<file path="src/rtl/bin2bcd_pkg.sv">
// Shared types and elaboration helpers for the sequential binary-to-BCD converter.
package bin2bcd_pkg;

  typedef enum logic [1:0] {
    IDLE,
    SHIFT,
    DONE
  } state_e;

  // Minimum number of decimal digits able to hold the largest magnitude of a
  // width-bit operand: 2^width-1 when unsigned, 2^(width-1) when signed.
  function automatic int unsigned digits_needed(int unsigned width, bit is_signed);
    logic [127:0] maxv;
    int unsigned  n;
    maxv = is_signed ? (128'd1 << (width - 1)) : ((128'd1 << width) - 128'd1);
    n = 1;
    while (maxv >= 128'd10) begin
      maxv = maxv / 128'd10;
      n++;
    end
    return n;
  endfunction

endpackage

</file>
<file path="src/rtl/bcd_add3.sv">
// Single BCD digit pre-shift adjust: digits of 5 or more get 3 added so the
// following left shift carries correctly into the next decimal digit.
module bcd_add3 (
  input  logic [3:0] digit,
  output logic [3:0] adjusted
);

  // Add 3 when the digit would overflow 9 after doubling.
  always_comb begin
    adjusted = digit;
    if (digit >= 4'd5) begin
      adjusted = digit + 4'd3;
    end
  end

endmodule

</file>
<file path="src/rtl/bin2bcd_seq.sv">
// Sequential double-dabble converter, one operand bit per clock.
module bin2bcd_seq
  import bin2bcd_pkg::*;
#(
  parameter int unsigned WIDTH  = 8,
  parameter int unsigned DIGITS = 3,
  parameter bit          SIGNED = 1'b0
) (
  input  logic                clk,
  input  logic                rst,
  input  logic                start,
  input  logic [WIDTH-1:0]    x,
  output logic                busy,
  output logic                done,
  output logic [4*DIGITS-1:0] bcd,
  output logic                sign
);

  localparam int unsigned CW = $clog2(WIDTH + 1);
  localparam int unsigned BW = 4 * DIGITS;

  if (WIDTH < 2) begin : g_bad_width
    $error("bin2bcd_seq: WIDTH must be at least 2");
  end
  if (DIGITS < digits_needed(WIDTH, SIGNED)) begin : g_bad_digits
    $error("bin2bcd_seq: DIGITS too small for WIDTH");
  end

  state_e           state_q, state_d;
  logic [WIDTH-1:0] bin_q, bin_d;
  logic [BW-1:0]    scratch_q, scratch_d;
  logic [CW-1:0]    cnt_q, cnt_d;
  logic             pend_q, pend_d;
  logic             busy_q, busy_d;
  logic             done_q, done_d;
  logic [BW-1:0]    bcd_q, bcd_d;
  logic             sign_q, sign_d;

  logic             neg;
  logic [WIDTH:0]   x_ext;
  logic [WIDTH:0]   mag;
  logic [BW-1:0]    adj;
  logic [BW-1:0]    shifted;
  logic             unused_bits;

  // Magnitude with one spare bit so the most negative operand negates cleanly;
  // the result always fits back into WIDTH unsigned bits.
  always_comb begin
    neg   = SIGNED && x[WIDTH-1];
    x_ext = {neg, x};
    mag   = neg ? (~x_ext + (WIDTH + 1)'(1)) : x_ext;
  end

  for (genvar i = 0; i < int'(DIGITS); i++) begin : g_digit
    bcd_add3 u_add3 (
      .digit    (scratch_q[4*i+:4]),
      .adjusted (adj[4*i+:4])
    );
  end

  // Adjusted scratch shifted left, pulling in the next operand bit.
  assign shifted     = {adj[BW-2:0], bin_q[WIDTH-1]};
  assign unused_bits = ^{mag[WIDTH], adj[BW-1]};

  // State and datapath registers.
  always_ff @(posedge clk) begin
    if (rst) begin
      state_q   <= IDLE;
      bin_q     <= '0;
      scratch_q <= '0;
      cnt_q     <= '0;
      pend_q    <= 1'b0;
      busy_q    <= 1'b0;
      done_q    <= 1'b0;
      bcd_q     <= '0;
      sign_q    <= 1'b0;
    end else begin
      state_q   <= state_d;
      bin_q     <= bin_d;
      scratch_q <= scratch_d;
      cnt_q     <= cnt_d;
      pend_q    <= pend_d;
      busy_q    <= busy_d;
      done_q    <= done_d;
      bcd_q     <= bcd_d;
      sign_q    <= sign_d;
    end
  end

  // Next-state logic; busy/done are computed here so the outputs are registered.
  always_comb begin
    state_d   = state_q;
    bin_d     = bin_q;
    scratch_d = scratch_q;
    cnt_d     = cnt_q;
    pend_d    = pend_q;
    busy_d    = 1'b0;
    done_d    = 1'b0;
    bcd_d     = bcd_q;
    sign_d    = sign_q;
    unique case (state_q)
      IDLE, DONE: begin
        if (start) begin
          bin_d     = mag[WIDTH-1:0];
          scratch_d = '0;
          cnt_d     = CW'(WIDTH);
          pend_d    = neg;
          busy_d    = 1'b1;
          state_d   = SHIFT;
        end else begin
          state_d = IDLE;
        end
      end
      SHIFT: begin
        scratch_d = shifted;
        bin_d     = {bin_q[WIDTH-2:0], 1'b0};
        cnt_d     = cnt_q - CW'(1);
        if (cnt_q == CW'(1)) begin
          bcd_d   = shifted;
          sign_d  = pend_q;
          done_d  = 1'b1;
          state_d = DONE;
        end else begin
          busy_d = 1'b1;
        end
      end
      default: state_d = IDLE;
    endcase
  end

  assign busy = busy_q;
  assign done = done_q;
  assign bcd  = bcd_q;
  assign sign = sign_q;

endmodule

</file>
<file path="config.mk">
export PLATFORM = sky130hd
export DESIGN_NAME = bin2bcd_seq
export DESIGN_NICKNAME = d
export VERILOG_FILES = /design/src/rtl/bin2bcd_pkg.sv /design/src/rtl/bcd_add3.sv /design/src/rtl/bin2bcd_seq.sv
export SDC_FILE = /design/constraint.sdc
export NUM_CORES = 1
export LEC_CHECK = 0
export ABC_AREA = 0
export ABC_CLOCK_PERIOD_IN_PS = 1800
export BUFFER_PORTS_ARGS = -buffer_cell sky130_fd_sc_hd__clkbuf_2
export CORE_ASPECT_RATIO = 0.5
export CORE_MARGIN = 2
export CORE_UTILIZATION = 35
export DETAILED_ROUTE_END_ITERATION = 8
export PLACE_DENSITY = 0.55
export RECOVER_POWER = 25
export SYNTH_ARGS = -nofsm -noshare
export SYNTH_HDL_FRONTEND = slang
export SYNTH_SLANG_ARGS = --single-unit
</file>
<file path="constraint.sdc">
create_clock -name clk -period 1.8 [get_ports clk]
set_input_delay 0.36 -clock clk [delete_from_list [all_inputs] [get_ports clk]]
set_output_delay 0.36 -clock clk [all_outputs]
set_load 0.05 [all_outputs]
</file>
==> flow_summary_export.csv, run 1 <==
group,metric,value,unit
setup_path,worstPathRequired,2.01,ns
die,initial_core_util,36.25,%
synthesis,yosys-top-cells-area,"dfxtp_1 45%, a21oi_1 6.4%, ha_1 5.6%",
synthesis,synth_top_area_cell,"dfxtp_1",
power,powerDensity,906.8,nW/um^2
synthesis,synth_flop_cell,"dfxtp_1",
clock_network,cts_tree,"built",
sta,max_freq,599.7,MHz
sta,clock_skew,0.009234,ns
routing,num_vias,1443,
power,comb_power_share,10.6,%
sta,slew_violations,0,
clock_network,clk_latency,0.29,ns
grt,grt-ovfl-total,0,
min_path,min_path_type,"input port to flip-flop",
placement,pre_cts_ws,0.08710,ns
die,die_h,54.54,um
synthesis,synth-edff-count,0,
final_layout,area_growth,19.03,%
clock_network,clkTransAtPathRegs,0.07,ns
grt,grt_pass1_wl,6.127,mm
sta,hold_viol,0,
synthesis,avgSynthCellArea,9.030,sq um
routing,firstDrtPassIters,5,
power,p_seq_share,48.4,%
clock_network,clockBufferDepth,2,
routing,wirelength,3.764,mm
routing,drc,0,
clock_network,ctsRootBufferMaster,"clkbuf_8",
placement,gp_congestion,0.7624,
synthesis,synthCells,198,
sta,period_minus_slack,1.667,ns
clock_network,htreeDepth,2,
final_layout,antenna_cells,0,
power,p_int,1.477,mW
routing,drtAntennaViolNets,0,
sta,finalSetupViolCount,0,
power,switchingPower,0.4527,mW
setup_path,path_class,"flip-flop to flip-flop",
die,core-area,4932,sq um
grt,grt_max_degree,30,
grt,grt_usage,14.10,%
synthesis,ys_seq_area_share,44.79,%
sta,worst_slack,0.1325,ns
final_layout,nNetsFinal,244,
synthesis,ys_ff_latch,40,
routing,wl_per_cell,12.72,um
routing,routed_via_density,4.875,
power,p_total,1.930,mW
grt,antenna_found_initial,0,
synthesis,synthArstFlopShare,0,%
sta,rsz0062_at_grt,"no",
setup_path,cp_data_arrival_time,1.87,ns
setup_path,path_max_fanout,5,
synthesis,synth.distinct_cells,30,
synthesis,syn_area,1788,sq um
sta,tns,0,ns
clock_network,clock-sinks,40,
sta,post-route-period-util,92.64,%
sta,whs,0.3319,ns
run_status,status,"finished clean",
grt,grt_pass1_vias,1297,
placement,post-dp-hpwl,2.614,mm
flow_run,cap_violations,0,
die,die_x,105.1,um
synthesis,synth_most_common_cell,"dfxtp_1",
final_layout,ff_latch_area,800.8,sq um
die,die_area,5731,sq um
die,ios,26,
final_layout,drive_gt1_share,21.24,%
final_layout,multi_input_area,882.1,sq um
sta,worst_pin_slew,0.5930,ns
die,rows,18,
synthesis,synth_nets,217,
setup_path,cp-end-kind,"flip-flop",
routing,drtIter0Drc,65,
synthesis,netlist_top_cells_count,"40 x dfxtp_1, 23 x a21oi_1, 16 x nor2_1",
power,vdd_ir_drop_max,0.0002680,V
sta,max_slew_margin,60.63,%
placement,portBuffers,24,
synthesis,synth_top_cell_area_share,44.79,%
setup_path,startpoint_type,"flip-flop",
final_layout,fill_cells,488,
power,clock_power_share,41.0,%
power,swShare,23.46,%
synthesis,yosys_warnings,0,
clock_network,numCtsBuffers,5,
power,power.leakage,0.7839,nW
## per-layer routing
metal	wire length, um	up-vias	track usage, %	part of all wire (%)
li1	-	745	-	-
met1	1887	666	18.11	50
met4	53	0	6.667	1.4
met5	0	-	0	0
met2	1640	27	22.62	44
met3	183	5	3.929	4.9
## kinds of logic (layout without fill, tap and decap cells)
family | after synthesis | in the layout | synth area share [%]
xor+xnor | 3 | 3 | 1.470
flops | 40 | 40 | 44.79
fa+ha+maj | 8 | 8 | 5.599
compound gates | 57 | 57 | 20.78
buf+inv | 24 | 52 | 6.158
mux | 4 | 4 | 2.449
other cells | 1 | 1 | 0.2097
simple gates | 61 | 61 | 18.55
## what timing repair did
item | 4_1_cts | 5_1_grt
endpoints found under the setup margin | 0 | 4
buffers inserted | 0 | 0
hold buffers | 0 | 0
endpoints found under the hold margin | 0 | 0
gates resized for setup | 0 | 1
## power by group through the flow
stage / registers [mW] / clock network [mW] / logic (mW)
after detailed placement: 0.955 / 0 / 0.214
final: 0.934 / 0.790 / 0.205
after floorplan: 0.973 / 0 / 0.126
after global routing: 0.939 / 0.856 / 0.228
after global placement: 0.954 / 0 / 0.209
after CTS: 0.934 / 0.818 / 0.214
## cell type report
class / instances / area share, %
inverters: 10 / 1.764
repair buffers: 34 / 9.112
multi-input cells: 134 / 41.45
clock inverters: 1 / 1.411
clock buffers: 7 / 4.527
well taps: 70 / 4.115
flip-flops and latches: 40 / 37.62
## critical path, stage by stage, from the launching register on
cell	delay (ns)
dfxtp_1	0.34
inv_1	0.09
ha_1	0.25
nand2b_1	0.09
a21oi_1	0.25
mux2_2	0.39
o22ai_1	0.17
## through the flow
| stage | cell area, sq um | std cells | util (%) |
|---|---|---|---|
| final | 2128 | 296 | 43.15 |
| after global routing | 2128 | 296 | 43.15 |
| after CTS | 2137 | 296 | 43.33 |
| after detailed placement | 2011 | 288 | 40.77 |
| after global placement | 2011 | 288 | 40.77 |
| after floorplan | 1788 | 198 | - |
## path summary, 6_finish.rpt
check | endpoint | slack, ns | cells after the start | startpoint
worst min register to register | bin_q[4]$_SDFFE_PP0P_ | 0.46 | 2 | bin_q[4]$_SDFFE_PP0P_
worst max register to register | scratch_q[2]$_SDFFE_PP0P_ | 0.13 | 6 | scratch_q[0]$_SDFFE_PP0P_
worst max-delay path | scratch_q[2]$_SDFFE_PP0P_ | 0.13 | 6 | scratch_q[0]$_SDFFE_PP0P_
worst min-delay path | bin_q[0]$_SDFFE_PP0P_ | 0.33 | 3 | x[0]
## layout by cell type, fill, tap and decap left out, drive strengths merged, types with 4 or more instances in the layout
cell	n
nor3	4
o21ai	5
inv	10
nand2b	11
nand2	7
or3	6
a21oi	23
dfxtp	40
clkbuf	34
a22oi	9
a211oi	6
nor2	17
nor3b	6
buf	7
o22ai	14
ha	8
## registers in the layout, summed over array words and instances, names as in the netlist
| name | cells |
|---|---|
| bcd | 12 |
| bin_q | 8 |
| busy | 1 |
| cnt_q | 4 |
| done | 1 |
| scratch_q | 12 |
| state_q | 2 |
Note: power is estimated with default switching activity, not from simulation.
==> inputs of run 2 (changes only) <==
Settings changed: ABC_CLOCK_PERIOD_IN_PS 1800 to 1900, GPL_TIMING_DRIVEN set to 0, HOLD_SLACK_MARGIN set to 0.06.
Clock period 1.8 ns to 1.9 ns, I/O delays scaled along.
==> flow_summary_export.csv, run 2 (synthesized netlist as in run 1, its figures left out) <==
group,metric,value,unit
run_status,status,"finished clean",
sta,max_slew_margin,59.30,%
power,swShare,25.71,%
setup_path,worstPathRequired,2.11,ns
routing,firstDrtPassIters,4,
grt,antenna_found_initial,0,
sta,whs,0.3567,ns
sta,hold_viol,0,
power,vdd_ir_drop_max,0.0002812,V
min_path,min-delay-start,"x[0]",
clock_network,ctsRootBufferMaster,"clkbuf_8",
final_layout,final_common_cell,"dfxtp_1",
routing,num_vias,1455,
power,comb_power_share,11.4,%
placement,portBuffers,24,
min_path,hold_depth,3,
routing,drtAntennaViolNets,0,
sta,clock_skew,0.008949,ns
setup_path,cp-end-kind,"flip-flop",
setup_path,path_cells,"ha_1 > or3b_4 > or3_1 > buf_6 > o22ai_2",
setup_path,cp_data_arrival_time,1.88,ns
flow_run,cap_violations,0,
setup_path,r2r_slack,0.23,ns
placement,post-dp-hpwl,2.799,mm
die,rows,18,
grt,grt-ovfl-total,0,
final_layout,antenna_cells,0,
clock_network,clockBufferDepth,2,
routing,routed_via_density,4.866,
power,powerDensity,811.6,nW/um^2
die,ios,26,
setup_path,path_max_fanout,8,
min_path,whs_endpoint,"bin_q[0]$_SDFFE_PP0P_",
setup_path,startpoint,"cnt_q[0]$_SDFFE_PP0P_",
die,initial_core_util,36.25,%
die,core-area,4932,sq um
final_layout,drive_gt1_share,15.28,%
clock_network,holdBufCountCts,0,
final_layout,nNetsFinal,248,
final_layout,area_growth,16.38,%
grt,grt_pass1_vias,1373,
clock_network,post_cts_buffers,0,
setup_path,cp_num_buf_inv,1,
routing,drtIter0Drc,46,
routing,wirelength,4.008,mm
clock_network,clkTransAtPathRegs,0.07,ns
placement,placed_cell_area,1996,sq um
power,clock_power_share,36.2,%
power,switchingPower,0.4342,mW
final_layout,final_cell_area,2081,sq um
placement,gp_congestion,0.7854,
setup_path,critPathMaxStageDelay,0.40,ns
sta,tns,0,ns
sta,worst_pin_slew,0.6131,ns
die,die_area,5731,sq um
clock_network,clk_latency,0.29,ns
setup_path,r2r-end,"bcd[5]$_SDFFE_PP0P_",
die,die_x,105.1,um
power,p_int,1.255,mW
sta,max_freq,599.7,MHz
routing,wl_per_cell,13.40,um
grt,grt_usage,15.21,%
sta,post-route-period-util,87.77,%
sta,finalSetupViolCount,0,
power,p_seq_share,52.4,%
clock_network,htreeDepth,2,
setup_path,slowest_stage,"dfxtp_1",
die,die_h,54.54,um
sta,rsz0062_at_grt,"no",
setup_path,path_class,"flip-flop to flip-flop",
clock_network,post_cts_resized,0,
setup_path,r2r-start,"cnt_q[0]$_SDFFE_PP0P_",
routing,drc,0,
sta,period_minus_slack,1.668,ns
min_path,min_path_type,"input port to flip-flop",
setup_path,r2r_cells,5,
grt,grt_pass1_wl,6.451,mm
final_layout,mostFrequentLayoutCells,"40 x dfxtp_1, 23 x a21oi_1, 19 x clkbuf_1",
clock_network,clock-sinks,40,
sta,slew_violations,0,
clock_network,cts_tree,"built",
power,p_total,1.689,mW
clock_network,numCtsBuffers,5,
setup_path,startpoint_type,"flip-flop",
final_layout,fin_util,42.19,%
setup_path,cp_top_family,"simple AND/OR/NAND/NOR gates",
power,power.leakage,0.7315,nW
grt,grt_max_degree,12,
run 2: worst max-delay path by stage:
stage / endpoint / depth (start not counted) / slack [ns]
2_1_floorplan: bcd[10]$_SDFFE_PP0P_ / 5 / 0.35
3_3_place_gp: bcd[11]$_SDFFE_PP0P_ / 5 / 0.11
3_5_place_dp: bcd[11]$_SDFFE_PP0P_ / 5 / 0.1
4_1_cts: bcd[4]$_SDFFE_PP0P_ / 5 / 0.1
5_1_grt: scratch_q[2]$_SDFFE_PP0P_ / 6 / 0.1
6_report: bcd[5]$_SDFFE_PP0P_ / 5 / 0.23
run 2: layout make-up:
type / instances / area, sq um
fill: 506 / 2851
multi-input combinational: 134 / 882.1
sequential: 40 / 800.8
timing repair buffer: 24 / 103.9
clock buffer: 7 / 96.34
tap: 70 / 87.58
buffer: 14 / 72.57
inverter: 10 / 37.54
run 2: worst register-to-register path: stages, from the launching register on:
cell and delay [ns]:
dfxtp_1 0.40, ha_1 0.16, or3b_4 0.40, or3_1 0.33, buf_6 0.16, o22ai_2 0.16
run 2: metrics by stage:
step / std cells / setup WS [ns]
global placement: 292 / 0.1146
CTS: 299 / 0.09545
finish: 299 / 0.2325
detailed placement: 292 / 0.09894
floorplan: 198 / 0.3495
global route: 299 / 0.09604
run 2: metal layers:
metal	wire [um]	share of wire (%)	global-route usage, %	up-vias
met1	2014	50	18.91	658
met5	0	0	0	-
met3	152	3.8	3.810	6
li1	-	-	-	759
met2	1777	44	25.11	32
met4	63	1.6	8.444	0
run 2: power groups by stage:
stage | registers [mW] | clock network (mW) | logic, mW
after global placement | 0.904 | 0 | 0.191
after floorplan | 0.921 | 0 | 0.119
after CTS | 0.886 | 0.623 | 0.194
final | 0.886 | 0.611 | 0.192
after detailed placement | 0.905 | 0 | 0.195
after global routing | 0.890 | 0.656 | 0.216
